File: src/rtl/hamming_pkg.sv
// Shared definitions for the serial-link SECDED frame: field widths, codeword
// position map, receive FSM states and syndrome/parity helpers.
package hamming_pkg;

    localparam int SYNC_BITS = 2;
    localparam int CODE_W    = 14;
    localparam int DATA_W    = 8;
    localparam int CW_W      = 12;

    localparam int P1_POS = 1;
    localparam int P2_POS = 2;
    localparam int P4_POS = 4;
    localparam int P8_POS = 8;

    localparam int D0_POS = 3;
    localparam int D1_POS = 5;
    localparam int D2_POS = 6;
    localparam int D3_POS = 7;
    localparam int D4_POS = 9;
    localparam int D5_POS = 10;
    localparam int D6_POS = 11;
    localparam int D7_POS = 12;

    typedef enum logic [2:0] {
        ST_IDLE  = 3'd0,
        ST_HUNT  = 3'd1,
        ST_SYNC1 = 3'd2,
        ST_SHIFT = 3'd3,
        ST_CHECK = 3'd4,
        ST_OUT   = 3'd5
    } rx_state_e;

    // XOR of the indices of every set position 1..12; zero for a clean word.
    function automatic logic [3:0] calc_syndrome(input logic [CW_W:1] cw);
        logic [3:0] syn;
        syn = 4'd0;
        for (int i = 1; i <= CW_W; i++) begin
            if (cw[i]) begin
                syn = syn ^ 4'(i);
            end else begin
                syn = syn;
            end
        end
        return syn;
    endfunction

    // Overall parity across positions 1..12 and p0 (bit 0).
    function automatic logic calc_parity(input logic [CW_W:0] cw);
        return ^cw;
    endfunction

endpackage

File: src/rtl/hamming_secded_dec.sv
// Combinational SECDED decoder: 12 Hamming positions plus overall parity in,
// corrected data byte and error classification out.
module hamming_secded_dec
    import hamming_pkg::*;
(
    input  logic [CW_W:0]     code_word,
    output logic [DATA_W-1:0] data,
    output logic              corrected,
    output logic              err_double
);

    localparam logic [3:0] SYN_MAX = 4'(CW_W);

    logic [3:0]  syn_s;
    logic        par_s;
    logic [CW_W:0] flip_mask_s;
    logic [CW_W:0] fixed_s;

    // Classify the error from syndrome and overall parity, then repair a single flip.
    always_comb begin
        syn_s       = calc_syndrome(code_word[CW_W:1]);
        par_s       = calc_parity(code_word);
        flip_mask_s = {(CW_W + 1){1'b0}};
        corrected   = 1'b0;
        err_double  = 1'b0;
        if (syn_s == 4'd0) begin
            // p0 alone is wrong when parity fails; data bits are intact either way
            corrected = par_s;
        end else if (par_s) begin
            if (syn_s <= SYN_MAX) begin
                flip_mask_s = {{CW_W{1'b0}}, 1'b1} << syn_s;
                corrected   = 1'b1;
            end else begin
                err_double  = 1'b1;
            end
        end else begin
            err_double = 1'b1;
        end
        fixed_s = code_word ^ flip_mask_s;
        data    = {fixed_s[D7_POS], fixed_s[D6_POS], fixed_s[D5_POS], fixed_s[D4_POS],
                   fixed_s[D3_POS], fixed_s[D2_POS], fixed_s[D1_POS], fixed_s[D0_POS]};
    end

endmodule

File: src/rtl/hamming_frame_rx.sv
// Receive deframer: hunts for the 1,1 sync, shifts in the 14-bit code field
// and publishes the SECDED-decoded byte with error flags.
module hamming_frame_rx
    import hamming_pkg::*;
(
    input  logic              sys_clk,
    input  logic              rst,
    input  logic              bit_in,
    input  logic              bit_en,
    output logic [CODE_W-1:0] hammingcode,
    output logic [DATA_W-1:0] data_out,
    output logic              data_valid,
    output logic              corrected,
    output logic              err_double,
    output logic              frame_err
);

    localparam logic [3:0] CNT_LAST = 4'(CODE_W - 1);

    rx_state_e           state_r;
    rx_state_e           next_state_s;
    logic [3:0]          bit_cnt_r;
    logic [CODE_W-1:0]   shift_r;
    logic [DATA_W-1:0]   dec_data_s;
    logic                dec_corr_s;
    logic                dec_dbl_s;
    logic [DATA_W-1:0]   dec_data_r;
    logic                dec_corr_r;
    logic                dec_dbl_r;

    // Field is {pos12..pos1, p0, stop}; the decoder sees everything but the stop bit.
    hamming_secded_dec u_dec (
        .code_word  (shift_r[CODE_W-1:1]),
        .data       (dec_data_s),
        .corrected  (dec_corr_s),
        .err_double (dec_dbl_s)
    );

    // FSM state register.
    always_ff @(posedge sys_clk) begin
        if (!rst) begin
            state_r <= ST_IDLE;
        end else begin
            state_r <= next_state_s;
        end
    end

    // Next-state logic; CHECK and OUT advance unconditionally and ignore bit_en.
    always_comb begin
        next_state_s = state_r;
        case (state_r)
            ST_IDLE: begin
                if (bit_en && !bit_in) begin
                    next_state_s = ST_HUNT;
                end else begin
                    next_state_s = ST_IDLE;
                end
            end
            ST_HUNT: begin
                if (bit_en && bit_in) begin
                    next_state_s = ST_SYNC1;
                end else begin
                    next_state_s = ST_HUNT;
                end
            end
            ST_SYNC1: begin
                if (bit_en) begin
                    next_state_s = bit_in ? ST_SHIFT : ST_HUNT;
                end else begin
                    next_state_s = ST_SYNC1;
                end
            end
            ST_SHIFT: begin
                if (bit_en && (bit_cnt_r == CNT_LAST)) begin
                    next_state_s = ST_CHECK;
                end else begin
                    next_state_s = ST_SHIFT;
                end
            end
            ST_CHECK: next_state_s = ST_OUT;
            ST_OUT:   next_state_s = ST_HUNT;
            default:  next_state_s = ST_IDLE;
        endcase
    end

    // Bit counter, shift register, decode capture and registered outputs.
    always_ff @(posedge sys_clk) begin
        if (!rst) begin
            bit_cnt_r   <= 4'd0;
            shift_r     <= {CODE_W{1'b0}};
            dec_data_r  <= {DATA_W{1'b0}};
            dec_corr_r  <= 1'b0;
            dec_dbl_r   <= 1'b0;
            hammingcode <= {CODE_W{1'b0}};
            data_out    <= {DATA_W{1'b0}};
            data_valid  <= 1'b0;
            corrected   <= 1'b0;
            err_double  <= 1'b0;
            frame_err   <= 1'b0;
        end else begin
            data_valid <= 1'b0;
            case (state_r)
                ST_SYNC1: begin
                    if (bit_en && bit_in) begin
                        bit_cnt_r <= 4'd0;
                    end else begin
                        bit_cnt_r <= bit_cnt_r;
                    end
                end
                ST_SHIFT: begin
                    if (bit_en) begin
                        shift_r   <= {shift_r[CODE_W-2:0], bit_in};
                        bit_cnt_r <= (bit_cnt_r == CNT_LAST) ? 4'd0 : bit_cnt_r + 4'd1;
                    end else begin
                        shift_r   <= shift_r;
                    end
                end
                ST_CHECK: begin
                    dec_data_r <= dec_data_s;
                    dec_corr_r <= dec_corr_s;
                    dec_dbl_r  <= dec_dbl_s;
                end
                ST_OUT: begin
                    hammingcode <= shift_r;
                    data_out    <= dec_data_r;
                    corrected   <= dec_corr_r;
                    err_double  <= dec_dbl_r;
                    frame_err   <= shift_r[0];
                    data_valid  <= 1'b1;
                end
                default: begin
                    data_valid <= 1'b0;
                end
            endcase
        end
    end

endmodule
File: config.mk
export PLATFORM = sky130hd
export DESIGN_NAME = hamming_frame_rx
export DESIGN_NICKNAME = d
export VERILOG_FILES = /design/src/rtl/hamming_pkg.sv /design/src/rtl/hamming_secded_dec.sv /design/src/rtl/hamming_frame_rx.sv
export SDC_FILE = /design/constraint.sdc
export NUM_CORES = 1
export LEC_CHECK = 0
export CAP_MARGIN = 15
export CORE_MARGIN = 2
export CORE_UTILIZATION = 56
export DETAILED_ROUTE_END_ITERATION = 8
export GPL_ROUTABILITY_DRIVEN = 0
export PLACE_DENSITY = 0.79
export SYNTH_ARGS = -nofsm -noshare
export SYNTH_HDL_FRONTEND = slang
export SYNTH_SLANG_ARGS = --single-unit
File: constraint.sdc
create_clock -name sys_clk -period 2.3 [get_ports sys_clk]
set_input_delay 0.46 -clock sys_clk [delete_from_list [all_inputs] [get_ports sys_clk]]
set_output_delay 0.46 -clock sys_clk [all_outputs]
set_load 0.005 [all_outputs]
Yosys cells after proc, flatten, opt, wreduce, memory -nomap -nowiden:

Cells that the tools add are included.

* register bits after elaboration: 57
* bits in read-only memories: 0
* latch bits: 0
* memories: 0
* RAM bits: 0

* reductions and logical operators: 10
* div/mod/pow operators: 0
* order comparisons: 1
* $mul: 0
* shift operators: 1
* add/sub/neg operators: 1
* multiplexer cells: 32
* bitwise operators: 12
* equality and inequality tests: 8

Operators with widths (number)
* 2-to-1 mux 13 bit: 3
* 2-to-1 mux 4 bit: 8
* one-hot mux 3 bit (6 select lines): 1
* 2-to-1 mux 3 bit: 5
* parity 13 bit: 1
* left shift 1 x 4 -> 13 bit (first input constant): 1
* XOR 13 bit: 1
* inverter 2 bit: 6
* 2-to-1 mux 2 bit: 5
* 2-to-1 mux 1 bit: 9
* one-hot mux 4 bit (2 select lines): 1
* == test 3 x 2 -> 1 bit (second input constant): 2
* == test 3 bit (second input constant): 2
* inverter 3 bit: 2
* adder 4 x 1 -> 4 bit (second input constant): 1
* == test 4 bit (second input constant): 1
* <= comparator 4 bit (second input constant): 1
* zero test 4 bit: 1
* != test 2 bit (second input constant): 2
* == test 3 x 1 -> 1 bit (second input constant): 1
* logical AND 1 bit: 3
* zero test 3 bit: 1
* inverter 1 bit (first input constant): 3
* AND reduction 3 bit: 1
* 3 further kinds: 3

Longest topological paths before layout:

* depth after elaboration: 25
* mapped depth: 7
* depth with buffers taken out: 7

Cells and area by module:

From an unflattened synthesis, not the netlist that was laid out.

* cells, all modules: 314
* area, all modules: 2616.3 µm²

Modules (own cells, without submodules)
* hamming_frame_rx: cells an instance 252, area each 2103.3 µm², instances 1
* hamming_secded_dec: cells an instance 62, area each 513.0 µm², instances 1

Worst setup path after synthesis:

No wires, ideal clock.

* kind: reg-to-reg
* start: register shift_r[13]
* end: register dec_data_r[7]
* buffers on the path: 1
* arrival time: 1781 ps
* data required time: 2168 ps
* setup time: 132 ps
* cell stages (with the launch flop): 7
* slack: 387 ps
* cell sequence: dfxtp_1 > buf_6 > xor3_2 > xor2_1 > o41a_1 > o22ai_1 > a21oi_1

* longest elaborated chain between the ends: 6
* elaborated cells between the ends (all ways): 9
* those cells by class: order compare (1); shift (1); mux (4); bitwise (1); reduce/logical (2)

RTL lines
* start, declared: line hamming_frame_rx.sv:23 `logic [CODE_W-1:0] shift_r;`
* start signal, assigned: line hamming_frame_rx.sv:90 `shift_r <= {CODE_W{1'b0}};`
* start signal, assigned: line hamming_frame_rx.sv:112 `shift_r <= {shift_r[CODE_W-2:0], bit_in};`
* start signal, assigned: line hamming_frame_rx.sv:115 `shift_r <= shift_r;`
* 2-to-1 mux 4 bit: line hamming_pkg.sv:38 `if (cw[i]) begin`
* <= comparator 4 bit / left shift 1 x 4 -> 13 bit (equally long branches): line hamming_secded_dec.sv:30, hamming_secded_dec.sv:31
* 2-to-1 mux 13 bit: line hamming_secded_dec.sv:30 `if (syn_s <= SYN_MAX) begin`
* 2-to-1 mux 13 bit: line hamming_secded_dec.sv:29 `end else if (par_s) begin`
* 2-to-1 mux 13 bit: line hamming_secded_dec.sv:26 `if (syn_s == 4'd0) begin`
* XOR 13 bit (*): line hamming_secded_dec.sv:39 `fixed_s = code_word ^ flip_mask_s;`
* end signal, assigned: line hamming_frame_rx.sv:91 `dec_data_r <= {DATA_W{1'b0}};`
* end signal, assigned: line hamming_frame_rx.sv:119 `dec_data_r <= dec_data_s;`
* end, declared: line hamming_frame_rx.sv:27 `logic [DATA_W-1:0] dec_data_r;`

Mark *: on every way between the ends. The rest lies on a longest branch, timed or not.
A chain may end at the register's enable or synchronous reset.

Worst setup path after layout:

* start: register shift_r[12]
* end: register dec_data_r[7]

* longest elaborated chain between the ends: 8
* elaborated cells between the ends (all ways): 11
* those cells by class: order compare (1); shift (1); mux (5); bitwise (2); reduce/logical (2)

RTL lines (line)
* 2-to-1 mux 4 bit: hamming_pkg.sv:38
* inverter 2 bit (no source line)
* 2-to-1 mux 4 bit: hamming_pkg.sv:38
* <= comparator 4 bit / left shift 1 x 4 -> 13 bit (equally long branches): hamming_secded_dec.sv:30, hamming_secded_dec.sv:31
* 2-to-1 mux 13 bit: hamming_secded_dec.sv:30
* 2-to-1 mux 13 bit: hamming_secded_dec.sv:29
* 2-to-1 mux 13 bit (*): hamming_secded_dec.sv:26
* XOR 13 bit (*): hamming_secded_dec.sv:39

Marked as above.

==> results by group <==
Timing
  • Crit share post-route: 0.8851
  • Crit path time final: 2.036 ns
  • Worst Max-Slew Pin Slew: 0.6496 ns
  • Unrepaired setup endpoints after global routing: false
  • Slew headroom: 0.5638
  • Final setup vio count: 0
  • Final setup margin: 0.2642 ns
  • Layout Skew: 0.007901 ns
  • Fin Setup TNS: 0 ns
  • Fmax: 0.4912 GHz
  • Final hold vios: 0
  • Max-slew violations: 0

GRT
  • Vias in the first global route: 2206
  • Antenna violations before repair: 0
  • Total grt overflow: 0
  • First-pass GRT wire length: 10540 um
  • Largest net degree at the start of global routing: 31
  • All-Layer GR Usage: 0.2430

Yosys
  • Post-Synth Adder-Cell Area: 0.008768
  • Simple-gate share of the synthesized area: 0.2306
  • Synth top area share: 0.3928
  • Syn Area/Cell: between 8 and 9 sq um
  • Syn Nets: 340
  • Largest family of logic cells by synthesized area: simple AND/OR/NAND/NOR gates
  • XOR/XNOR share of the synthesized area: 0.1083
  • YS warnings: 0
  • Sequential share of the synthesized area: 0.3928
  • Mapped Area: 2854 sq um
  • Compound-cell area share of the yosys netlist: 0.2100
  • Gate Count Post-Synth: 334
  • Number of synthesized register bits: 56
  • Yosys top cell by area: dfxtp_1
  • Number of library cell types mapped by synthesis: 46
  • Post-synthesis mux area share: 0.003507
  • Largest cells by area after synthesis: dfxtp_1, nand2_1, a21boi_1

Route
  • 1st-iter DRT viols: 221
  • Antenna-violating nets left: 0
  • DRT Wirelength: 6238 um
  • Via density: 5.821
  • Avg WL per Cell: 14.68 um
  • Pre-antenna DRT Iters: 6
  • DRC Markers: 0
  • Vias: 2474

Clock tree
  • CTS Root Cell: clkbuf_8
  • CTS tree: built
  • Number of buffers created by CTS: 5
  • Worst skew pair latency: 0.31 ns
  • H-Tree Depth: 2
  • # Post-CTS Setup Buffers: 0
  • CTS Sinks: 56
  • Clock transition at path regs: about 0.10 ns
  • Clk buf depth: 2
  • Hold Buf Count CTS: 0
  • Post_cts resized: 0

Placement
  • Port Buffers: 29
  • Detailed Place HPWL: about 4500 um
  • Pre-CTS setup slack: 0.2705 ns
  • Placed insts: 417

Hold path
  • Hold Crit Class: reg -> reg

Layout
  • Layout area overhead: 16.40%
  • Share of cells above drive strength 1: 0.08380
  • ANT cells: 0
  • Fin cells: 425
  • Nets: about 360

Pwr
  • PwrDens: 515.1 nW/um^2
  • Lkg Pwr: 0.001099 uW
  • IR drop worst, VDD: 0.3674 mV

Run
  • Max_cap viols: 0

Worst setup path
  • Startpoint types: flop
  • Reg2reg setup slack: 0.26 ns
  • R2R Path End: dec_data_r[7]
  • Worst r2r src: shift_r[12]
  • CP Class: reg -> reg
  • Worst Setup End Kind: flop
  • R2R depth: 5
  • CP arrival: 2.25 ns
  • Worst Setup SP: shift_r[12]
  • Worst path required time: around 2.5 ns
  • Crit path to: dec_data_r[7]
  • Crit path max fanout: 7

Floorplan
  • Die height: between 70 and 80 um
  • Ports: 30
  • Core Area: just under 5000 sq um
  • Die Area: about 5700 sq um
  • Die Wd: 75.39 um
  • Initial Util: 0.5925
  • Number of placement rows: 25

Outcome
  • Status: complete, no violations
[worst max-delay path: stages (launching register included)]
cell     delay [ns]
dfxtp_1        0.58
xnor2_4        0.23
xnor3_2        0.47
o41a_1         0.42
o22ai_1        0.15
a21oi_1        0.09
[power by group]
part / internal [uW] / total [uW] / switching [uW] / leakage [uW]
logic: 23.9 / 51.9 / 27.9 / 0.000586
clock network: 357 / 683 / 326 / 0.0000614
registers: 971 / 976 / 4.91 / 0.000451
total: 1350 / 1710 / 359 / 0.00110
[kinds of logic after synthesis]
| group | after synthesis |
|---|---|
| DFF | 56 |
| AOI/OAI and AO/OA | 81 |
| adders and majority gates | 2 |
| muxes | 1 |
| xor gates and xnor gates | 21 |
| and+or+nand+nor | 144 |
| buffers and inverters | 29 |
[through the flow]
stage | cell area, sq um | hold WS (ns) | utilization | total power, uW
final | 3322 | 0.4553 | 0.6896 | 1711
after CTS | 3322 | 0.4587 | 0.6896 | 1716
after global placement | 3201 | 0.4389 | 0.6644 | 1050
after floorplan | 2854 | 0.4276 | - | 1033
after detailed placement | 3201 | 0.4452 | 0.6644 | 1050
after global routing | 3322 | 0.4730 | 0.6896 | 1755
[layout make-up]
cell class              count  area (sq um)
clock buffers               6         82.58
clock inverters             2         38.79
fillers                   439          1495
inverters                   3         11.26
multi-input cells         249          1602
flip-flops and latches     56          1121
well taps                  67         83.83
repair buffers             42         382.9
[synthesized netlist by cell type (all sizes together)]
cell     count
nand2       84
dfxtp       56
a21boi      40
nand3       24
clkbuf      20
xnor2       13
o211ai       8
a211oi       7
nor3b        7
o2111ai      7
o21ai        7
buf          6
and2         5
and3         4
nor2         4
nor3         4
or3          4
xnor3        4
a21oi        3
inv          3
nor2b        3
xor2         3
a31oi        2
ha           2
a2111o       1
a22oi        1
a32o         1
mux2i        1
nand3b       1
nand4        1
nor4         1
o21bai       1
o22ai        1
o311ai       1
o41a         1
or2          1
or3b         1
xor3         1
[state kept, by name, summed over array words and instances, names as in the netlist]
register	flops
bit_cnt_r	4
corrected	1
data_out	8
data_valid	1
dec_corr_r	1
dec_data_r	8
dec_dbl_r	1
err_double	1
hammingcode	14
shift_r	14
state_r	3
[worst min-delay path by stage]
stage	end	startpoint	cells after the start
finish	data_out[3]	data_out[3]	2
global route	hammingcode[2]	hammingcode[2]	2
CTS	err_double	err_double	2
detailed placement	data_out[3]	data_out[3]	2
global placement	data_out[4]	dec_data_r[4]	2
floorplan	data_out[7]	dec_data_r[7]	2
[per-layer routing]
metal | part of all wire | vias to the layer above | global-route usage
li1 | - | 1210 | -
met1 | 0.46 | 1158 | 0.3375
met2 | 0.46 | 99 | 0.3903
met3 | 0.062 | 7 | 0.04365
met4 | 0.013 | 0 | 0.06823
met5 | 0 | - | 0
[cell usage in the layout (no fill, tap or decap), drive strengths merged, types with 2 or more instances in the layout]
master and n:
nor2 4, nand3 24, clkbuf 6, and3 4
o21ai 7, buf 14, ha 2, xnor3 4
o211ai 8, and2 5, a21oi 3, nor3b 7
o2111ai 7, clkdlybuf4s50 28, or3 4, inv 3
nor2b 3, nand2 84, nor3 4, dfxtp 56
xnor2 13, xor2 3, a31oi 2, a21boi 40
a211oi 7
No activity file was read; power rests on OpenSTA's default activity.
==> RTL change (same flow settings) <==
Make the reset (`rst`) asynchronous in 2 clocked blocks.
--- a/src/rtl/hamming_frame_rx.sv
+++ b/src/rtl/hamming_frame_rx.sv
@@ -39,3 +39,3 @@
     // FSM state register.
-    always_ff @(posedge sys_clk) begin
+    always_ff @(posedge sys_clk or negedge rst) begin
         if (!rst) begin
@@ -86,3 +86,3 @@
     // Bit counter, shift register, decode capture and registered outputs.
-    always_ff @(posedge sys_clk) begin
+    always_ff @(posedge sys_clk or negedge rst) begin
         if (!rst) begin
Function: same outputs for any inputs over 10 cycles, from zero or initial values and one cycle with rst low; that may be too few to reach the edited logic, so the function may still have changed.
==> RTL change against the unedited design <==
- sequential cell count stayed put
- global-route usage shrank 7.4 points
- highest routed layer unchanged
- die area is 2.5% lower
- worst setup slack got worse by 9.0 ps
- synthesized area shrank 2.7%
- routed wire length fell by 30%
- final area down 5.1%
Power is not compared: it rests on default switching activity, and its combinational part moved more than twofold at a synthesized area within 25%.
==> RTL change: results (changes against the unedited design) <==
[route]
wl_met2_mm = 1.92  ; was 2.88 mm
via_per_inst = 5.24  ; was 5.82
first_pass_iters = 4  ; was 6
drt_iter0_markers = 115  ; was 221
wirelength_mm = 4.37  ; was 6.24 mm

[critical_path]
reg2reg_to = dec_data_r[1]  ; was dec_data_r[7]
cpPeakStageDelay_ps = 540  ; was 580 ps
crit_slowest_cell = dfrtp_1  ; was dfxtp_1
critical_path.startpoint = shift_r[12]  ; unchanged
reg2reg_depth = 6  ; was 5

[final_layout]
fillers = 392  ; was 439
clk_share = 0.0310  ; was 0.0365
multi_input_area_share = 0.394  ; was 0.482

[place]
dp_cells = 330  ; was 417
dpl_cell_area_um2 = 3050  ; was 3200 um^2
hpwlAfterDp_mm = 3.01  ; was 4.53 mm

[global_routing]
grt_pass1_vias = 1523  ; was 2206
grt_pass1_wl_mm = 7.07  ; was 10.5 mm
grtUsageMet1 = 0.248  ; was 0.337
grtUsageMet3 = 0.0312  ; was 0.0437

[status]
status = completed  ; unchanged

[sta]
holdWs_ps = 95.1  ; was 455 ps
tightest_slew_ps = 480  ; was 650 ps

[logic_synthesis]
synth.area.top_cells = dfrtp_1 (50%), mux2_2 (11%), nand2_1 (6.8%)  ; was dfxtp_1 (39%), nand2_1 (11%), a21boi_1 (11%)
synth_cell_type_count = 42  ; was 46
synth_xor_area_frac = 0.117  ; was 0.108
syn-num-nets = 252  ; was 340
synth_fa_ha_area_frac = 0.00901  ; was 0.00877

## RTL change: power by group through the flow
| stage | Clock, mW | Sequential (mW) | Combinational (mW) |
|---|---|---|---|
| 4_1_cts | 0.574 | 1.42 | 2.17 |
| 6_report | 0.556 | 1.42 | 2.20 |
| 3_5_place_dp | 0 | 1.44 | 2.13 |
| 5_1_grt | 0.607 | 1.45 | 2.44 |
| 2_1_floorplan | 0 | 1.26 | 2.05 |
| 3_3_place_gp | 0 | 1.43 | 2.13 |
## RTL change: how the worst max path moves through the flow
stage,endpoint,slack (ps),depth (start not counted)
global route,dec_data_r[6],130,6
global placement,dec_corr_r,250,6
detailed placement,dec_corr_r,230,6
CTS,dec_data_r[1],170,6
floorplan,dec_corr_r,390,7
finish,dec_data_r[1],260,6
## RTL change: repair_timing
| item | CTS | global route |
|---|---|---|
| gates resized for setup | 0 | 1 |
| setup endpoints to repair | 0 | 1 |
| buffers inserted | 0 | 0 |
